$ cat src/rtl/regfile_mp_if.sv
// Bus bundle for regfile_mp: read ports, writeback, allocation and ready.
// The master side is decode/writeback; the slave side is the register file.
interface regfile_mp_if #(
    parameter int XLEN   = 32,
    parameter int NREGS  = 32,
    parameter int NUM_RD = 2
);
    localparam int AW = $clog2(NREGS);

    logic [NUM_RD*AW-1:0]   rd_addr;
    logic [NUM_RD*XLEN-1:0] rd_data;
    logic [NUM_RD-1:0]      rd_busy;
    logic                   wr_en;
    logic [AW-1:0]          wr_addr;
    logic [XLEN-1:0]        wr_data;
    logic                   alloc_en;
    logic [AW-1:0]          alloc_addr;
    logic                   ready;

    modport master (
        output rd_addr, wr_en, wr_addr, wr_data, alloc_en, alloc_addr,
        input  rd_data, rd_busy, ready
    );

    modport slave (
        input  rd_addr, wr_en, wr_addr, wr_data, alloc_en, alloc_addr,
        output rd_data, rd_busy, ready
    );
endinterface

$ cat src/rtl/regfile_mp.sv
// Multi-read-port register file with pending-write scoreboard and post-reset clear sequencer.
// Optional REGFILE_BYPASS_EN: same-cycle write-to-read forwarding; default is read-old.
module regfile_mp #(
    parameter int XLEN   = 32,
    parameter int NREGS  = 32,
    parameter int NUM_RD = 2
) (
    input  logic         clk,
    input  logic         rst_n,
    regfile_mp_if.slave  bus
);
    localparam int AW = $clog2(NREGS);

    // state | meaning
    // CLEAR | zeroing storage one entry per edge, ports dead
    // RUN   | clear done, reads/writes/allocs live
    typedef enum logic {CLEAR, RUN} state_t;

    state_t            state_q, state_d;
    logic [AW-1:0]     clr_idx_q, clr_idx_d;
    logic              ready_q, ready_d;
    logic [NREGS-1:0]  busy_q, busy_d;
    logic [XLEN-1:0]   mem_q [NREGS];

    logic              mem_we;
    logic [AW-1:0]     mem_waddr;
    logic [XLEN-1:0]   mem_wdata;
    logic              wr_ok;
    logic              alloc_ok;

    always_comb begin
        wr_ok     = ready_q && bus.wr_en && (bus.wr_addr != '0);
        alloc_ok  = ready_q && bus.alloc_en && (bus.alloc_addr != '0);
        state_d   = state_q;
        clr_idx_d = clr_idx_q;
        busy_d    = busy_q;
        mem_we    = 1'b0;
        mem_waddr = clr_idx_q;
        mem_wdata = '0;
        case (state_q)
            CLEAR: begin
                mem_we    = 1'b1;
                clr_idx_d = clr_idx_q + 1'b1;
                if (clr_idx_q == AW'(NREGS - 1)) begin
                    state_d = RUN;
                end
            end
            RUN: begin
                if (wr_ok) begin
                    mem_we            = 1'b1;
                    mem_waddr         = bus.wr_addr;
                    mem_wdata         = bus.wr_data;
                    busy_d[bus.wr_addr] = 1'b0;
                end
                // Allocation is applied after the write so a new producer wins.
                if (alloc_ok) begin
                    busy_d[bus.alloc_addr] = 1'b1;
                end
            end
        endcase
        busy_d[0] = 1'b0;
        ready_d   = (state_d == RUN);
        // Reset must never disturb storage.
        if (!rst_n) begin
            mem_we = 1'b0;
        end
    end

    always_ff @(posedge clk) begin
        if (!rst_n) begin
            state_q   <= CLEAR;
            clr_idx_q <= '0;
            ready_q   <= 1'b0;
            busy_q    <= '0;
        end else begin
            state_q   <= state_d;
            clr_idx_q <= clr_idx_d;
            ready_q   <= ready_d;
            busy_q    <= busy_d;
        end
    end

    always_ff @(posedge clk) begin
        if (mem_we) begin
            mem_q[mem_waddr] <= mem_wdata;
        end
    end

    logic [NUM_RD*XLEN-1:0] rd_data_c;
    logic [NUM_RD-1:0]      rd_busy_c;
    logic [AW-1:0]          rd_a;

    always_comb begin
        rd_data_c = '0;
        rd_busy_c = '0;
        rd_a      = '0;
        for (int p = 0; p < NUM_RD; p++) begin
            rd_a = bus.rd_addr[p*AW +: AW];
            if (ready_q && (rd_a != '0)) begin
`ifdef REGFILE_BYPASS_EN
                if (bus.wr_en && (bus.wr_addr == rd_a)) begin
                    rd_data_c[p*XLEN +: XLEN] = bus.wr_data;
                    rd_busy_c[p]              = 1'b0;
                end else begin
                    rd_data_c[p*XLEN +: XLEN] = mem_q[rd_a];
                    rd_busy_c[p]              = busy_q[rd_a];
                end
`else
                rd_data_c[p*XLEN +: XLEN] = mem_q[rd_a];
                rd_busy_c[p]              = busy_q[rd_a];
`endif
            end
        end
    end

    assign bus.rd_data = rd_data_c;
    assign bus.rd_busy = rd_busy_c;
    assign bus.ready   = ready_q;

endmodule

$ cat src/flat_wrapper.sv
// flat-port wrapper written by rule: the top's interface ports become plain ports
module regfile_mp_flat 
#(
    parameter int XLEN   = 32,
    parameter int NREGS  = 32,
    parameter int NUM_RD = 2
)
  (clk, rst_n, bus_rd_addr, bus_wr_en, bus_wr_addr, bus_wr_data, bus_alloc_en, bus_alloc_addr, bus_rd_data, bus_rd_busy, bus_ready);
  regfile_mp_if #(.XLEN(XLEN), .NREGS(NREGS), .NUM_RD(NUM_RD)) bus_i ();
  input  logic clk;
  input  logic rst_n;
  input wire logic [$bits(bus_i.rd_addr)-1:0] bus_rd_addr;
  input wire logic [$bits(bus_i.wr_en)-1:0] bus_wr_en;
  input wire logic [$bits(bus_i.wr_addr)-1:0] bus_wr_addr;
  input wire logic [$bits(bus_i.wr_data)-1:0] bus_wr_data;
  input wire logic [$bits(bus_i.alloc_en)-1:0] bus_alloc_en;
  input wire logic [$bits(bus_i.alloc_addr)-1:0] bus_alloc_addr;
  output wire logic [$bits(bus_i.rd_data)-1:0] bus_rd_data;
  output wire logic [$bits(bus_i.rd_busy)-1:0] bus_rd_busy;
  output wire logic [$bits(bus_i.ready)-1:0] bus_ready;
  assign bus_i.rd_addr = bus_rd_addr;
  assign bus_i.wr_en = bus_wr_en;
  assign bus_i.wr_addr = bus_wr_addr;
  assign bus_i.wr_data = bus_wr_data;
  assign bus_i.alloc_en = bus_alloc_en;
  assign bus_i.alloc_addr = bus_alloc_addr;
  assign bus_rd_data = bus_i.rd_data;
  assign bus_rd_busy = bus_i.rd_busy;
  assign bus_ready = bus_i.ready;
  regfile_mp #(.XLEN(XLEN), .NREGS(NREGS), .NUM_RD(NUM_RD)) u_core (.clk(clk), .rst_n(rst_n), .bus(bus_i));
endmodule
$ cat config.mk
export PLATFORM = sky130hd
export DESIGN_NAME = regfile_mp_flat
export DESIGN_NICKNAME = d
export VERILOG_FILES = /design/src/rtl/regfile_mp_if.sv /design/src/rtl/regfile_mp.sv /design/src/flat_wrapper.sv
export SDC_FILE = /design/constraint.sdc
export NUM_CORES = 1
export LEC_CHECK = 0
export ABC_AREA = 1
export CAP_MARGIN = 30
export CORE_ASPECT_RATIO = 2
export CORE_UTILIZATION = 32
export CTS_CLUSTER_DIAMETER = 80
export DETAILED_ROUTE_END_ITERATION = 7
export PLACE_DENSITY = 0.58
export SETUP_SLACK_MARGIN = 0.5
export SYNTH_ARGS = -nofsm -noshare
export SYNTH_HDL_FRONTEND = slang
export SYNTH_SLANG_ARGS = --single-unit
$ cat constraint.sdc
create_clock -name clk -period 4.8 [get_ports clk]
set_input_delay 0.72 -clock clk [delete_from_list [all_inputs] [get_ports clk]]
set_output_delay 0.72 -clock clk [all_outputs]
set_load 0.01 [all_outputs]
==> results.py <==
metrics = {
    "run_status": {
        "status": "complete, but fails checks",
        "failed_checks": "design-rule violations",
    },
    "synth": {
        "synth.area.mux_share_pct": 0,
        "synthesis.area_sq_mm": 0.0537,
        "synth_adder_area_share_pct": 0.0466,
        "ys_warn_count": 0,
        "synth_compound_area_share_pct": 4.62,
        "ys_ff_latch": 1061,
        "syn-num-nets": 6348,
        "synth-seq-area-share_pct": 58.6,
        "synth.avg_cell_area_sq_um": 8.54,
        "synthXorXnorAreaFrac_pct": 0,
        "yosys.area_share.simple_pct": 32.2,
        "synth_top_family_by_area": "simple AND/OR/NAND/NOR gates",
        "yosysUniqueCellTypes": 31,
        "syn_inst": 6290,
    },
    "pwr": {
        "p_total_mw": 19.9,
        "p_per_area_mw_per_mm2": 323,
        "p_leak_nw": 24.1,
        "peakVddDrop_v": 0.000277,
    },
    "timing": {
        "worst_slew_pin_slew_ns": 0.895,
        "hold_viol": 0,
        "rsz0062_at_grt": "no",
        "drv_slew": 0,
        "setup_ws_ns": 0.613,
        "max_slew_margin_pct": 40.3,
        "setup_violations": 0,
        "skew_ns": 0.0297,
        "tns_ns": 0,
        "max_freq_mhz": 239,
        "finalCritPeriodShare_pct": 87.2,
        "timing.final.crit_period_ns": 4.19,
    },
    "placed_design": {
        "port-buffer-count": 122,
        "place_congestion": 0.872,
        "dp_hpwl_mm": 119,
        "preCtsSetupSlack_ns": 0.548,
        "dp.cells": 8334,
    },
    "critical_path": {
        "crit_fanout": 59,
        "cp_common_cell": "nand3_1",
        "crit_path_start_kind": "input port",
        "worstPathCellList": "buf_8 -> inv_8 -> buf_12 -> buf_12 -> nand2_1 -> nand3_1 -> nand3_1 -> nand3_1 -> nand3_1 -> a21oi_1 -> clkdlybuf4s50_1",
        "slowest_delay_ns": 0.64,
        "critPathRequiredTime_ns": 4.08,
        "slowest_stage": "clkdlybuf4s50_1",
        "r2r_slack_ns": 1.92,
        "worstSetupEndpointType": "output pin",
        "cp_data_arrival_time_ns": 3.47,
        "crit_type": "in -> out",
    },
    "clock_tree": {
        "clk_pin_slew_ns": 0.07,
        "clock_latency_ns": 0.72,
        "cts_hold_buf": 0,
        "cts_htree_levels": 3,
        "clock_sinks": 1061,
        "cts_buffers": 90,
        "clockBufferDepth": 3,
        "cts_tree": "yes",
        "clock-root-buffer": "clkbuf_16",
    },
    "floorplan": {
        "io_pins": 123,
        "fp-row-count": 212,
        "coreArea_sq_mm": 0.167,
        "die_area_sq_mm": 0.170,
        "die_h_um": 581,
        "start_util_pct": 32.2,
        "die_w_um": 292,
    },
    "routing": {
        "postRouteAntennaNets": 0,
        "drc_errors": 1,
        "drtIter0Drc": 5739,
        "via_count": 47600,
        "post_drt_wl_per_cell_um": 25.2,
        "dr.pass1.iters": 8,
        "wl_mm": 214,
        "viasPerCell": 5.60,
    },
    "global_routing": {
        "grt_util_all_layers_pct": 24.7,
        "grt_max_degree": 92,
        "grt-ovfl-total": 0,
        "grt_pass1_vias": 45800,
        "grt_pass1_wl_mm": 308,
        "antenna_found_initial": 6,
    },
    "cells_and_area": {
        "layout-drive-gt1-share_pct": 7.00,
        "instances_no_fill": 8500,
        "syn_to_final_growth_pct": 14.8,
        "finalNetCount": 6344,
    },
    "run": {
        "maxCapViolCount": 0,
    },
    "worst_hold_path": {
        "hold_path_class": "reg -> reg",
    },
}
-- registers in the layout, indices dropped and copies added, names as in the netlist --
| register | count |
|---|---|
| u_core.mem_q | 1024 |
| u_core.busy_q | 31 |
| u_core.clr_idx_q | 5 |
| u_core.state_q | 1 |
-- Yosys cell counts --
cell type	instances	area share, %
or2_2	1	0.012
buf_8	1	0.028
inv_2	4	0.028
buf_2	235	2.2
edfxtp_1	1024	57
nor3b_1	1	0.014
buf_6	1	0.021
nand2_4	1	0.021
inv_1	100	0.70
buf_1	45	0.31
clkinv_1	4	0.028
clkbuf_1	135	0.94
o31ai_1	3	0.042
nor3_4	1	0.030
nor2_2	3	0.035
buf_4	18	0.25
nand2_1	2889	20
a21oi_4	1	0.030
o21ai_2	8	0.13
nor3_1	12	0.11
dfxtp_1	37	1.4
o41ai_2	2	0.061
nand2_2	2	0.023
a21oi_1	364	3.4
nor2_1	149	1.0
nand4_1	2	0.023
a31oi_1	1	0.012
nand3_4	4	0.13
ha_1	2	0.047
nand3_1	1137	11
o21ai_0	103	0.96
-- what timing repair did --
action / in CTS / in global routing
endpoints found under the setup margin: 0 / 3
resized for setup: 0 / 3
buffers inserted: 0 / 0
-- area by class of cell --
cell class	instances	area (sq um)
repair buffers	339	3930
multi-input cells	4686	20100
inverters	108	438
clock inverters	62	657
clock buffers	103	2380
fillers	16400	105000
flip-flops and latches	1061	31500
well taps	2140	2680
diodes	1	2.50
-- through the flow --
step                      instance area [sq um]  hold slack [ns]  util (%)
final                                     61700            0.493      37.0
after global routing                      61700            0.515      37.0
after CTS                                 61700            0.494      37.0
after detailed placement                  58700            0.485      35.2
after global placement                    58600            0.479      35.1
after floorplan                           53700            0.457         -
-- routing by layer --
metal | global-route usage (%) | wire, um | vias up
li1 | - | - | 21200
met1 | 29.2 | 76200 | 22700
met2 | 41.3 | 102000 | 2930
met3 | 3.77 | 20300 | 779
met4 | 16.4 | 15600 | 4
met5 | 0 | 22 | -
-- cells by family (layout without fill, tap and decap cells) --
logic type | after synthesis | after routing
AOI/OAI and AO/OA | 482 | 482
adders and majority gates | 2 | 2
buffers and inverters | 543 | 612
DFF | 1061 | 1061
other | 0 | 1
and+or+nand+nor | 4202 | 4202
-- power breakdown --
part | leakage (nW) | internal (mW) | total, mW | switching [mW]
Sequential | 8.60 | 10.1 | 10.1 | 0.0285
Clock | 1.47 | 4.15 | 7.78 | 3.63
Combinational | 14.1 | 0.599 | 2.09 | 1.49
Total | 24.1 | 14.8 | 19.9 | 5.14
-- placed cells by master (no fill, tap or decap), types with 37 or more instances in the layout --
cell type	n
nor2_1	108
o21ai_0	103
edfxtp_1	1024
nand3_1	1137
clkbuf_16	92
nand2_1	2888
buf_12	84
clkdlybuf4s50_1	112
dfxtp_1	37
inv_1	97
buf_4	131
a21oi_1	361
-- path summary, 6_finish.rpt --
path | from | end | cells after the start
worst max-delay path | bus_rd_addr[5] | bus_rd_data[56] | 11
worst min-delay path | u_core.busy_q[26] | u_core.busy_q[26] | 2
worst max register to register | u_core.state_q | u_core.mem_q[4][7] | 9
worst min register to register | u_core.busy_q[26] | u_core.busy_q[26] | 2
-- worst max-delay path: cells and delay by family --
kind            cells  cell delay (ns)
simple gates        5             0.42
buf+inv             5             1.74
compound gates      1             0.47
Power figures use the tool's default switching activity.
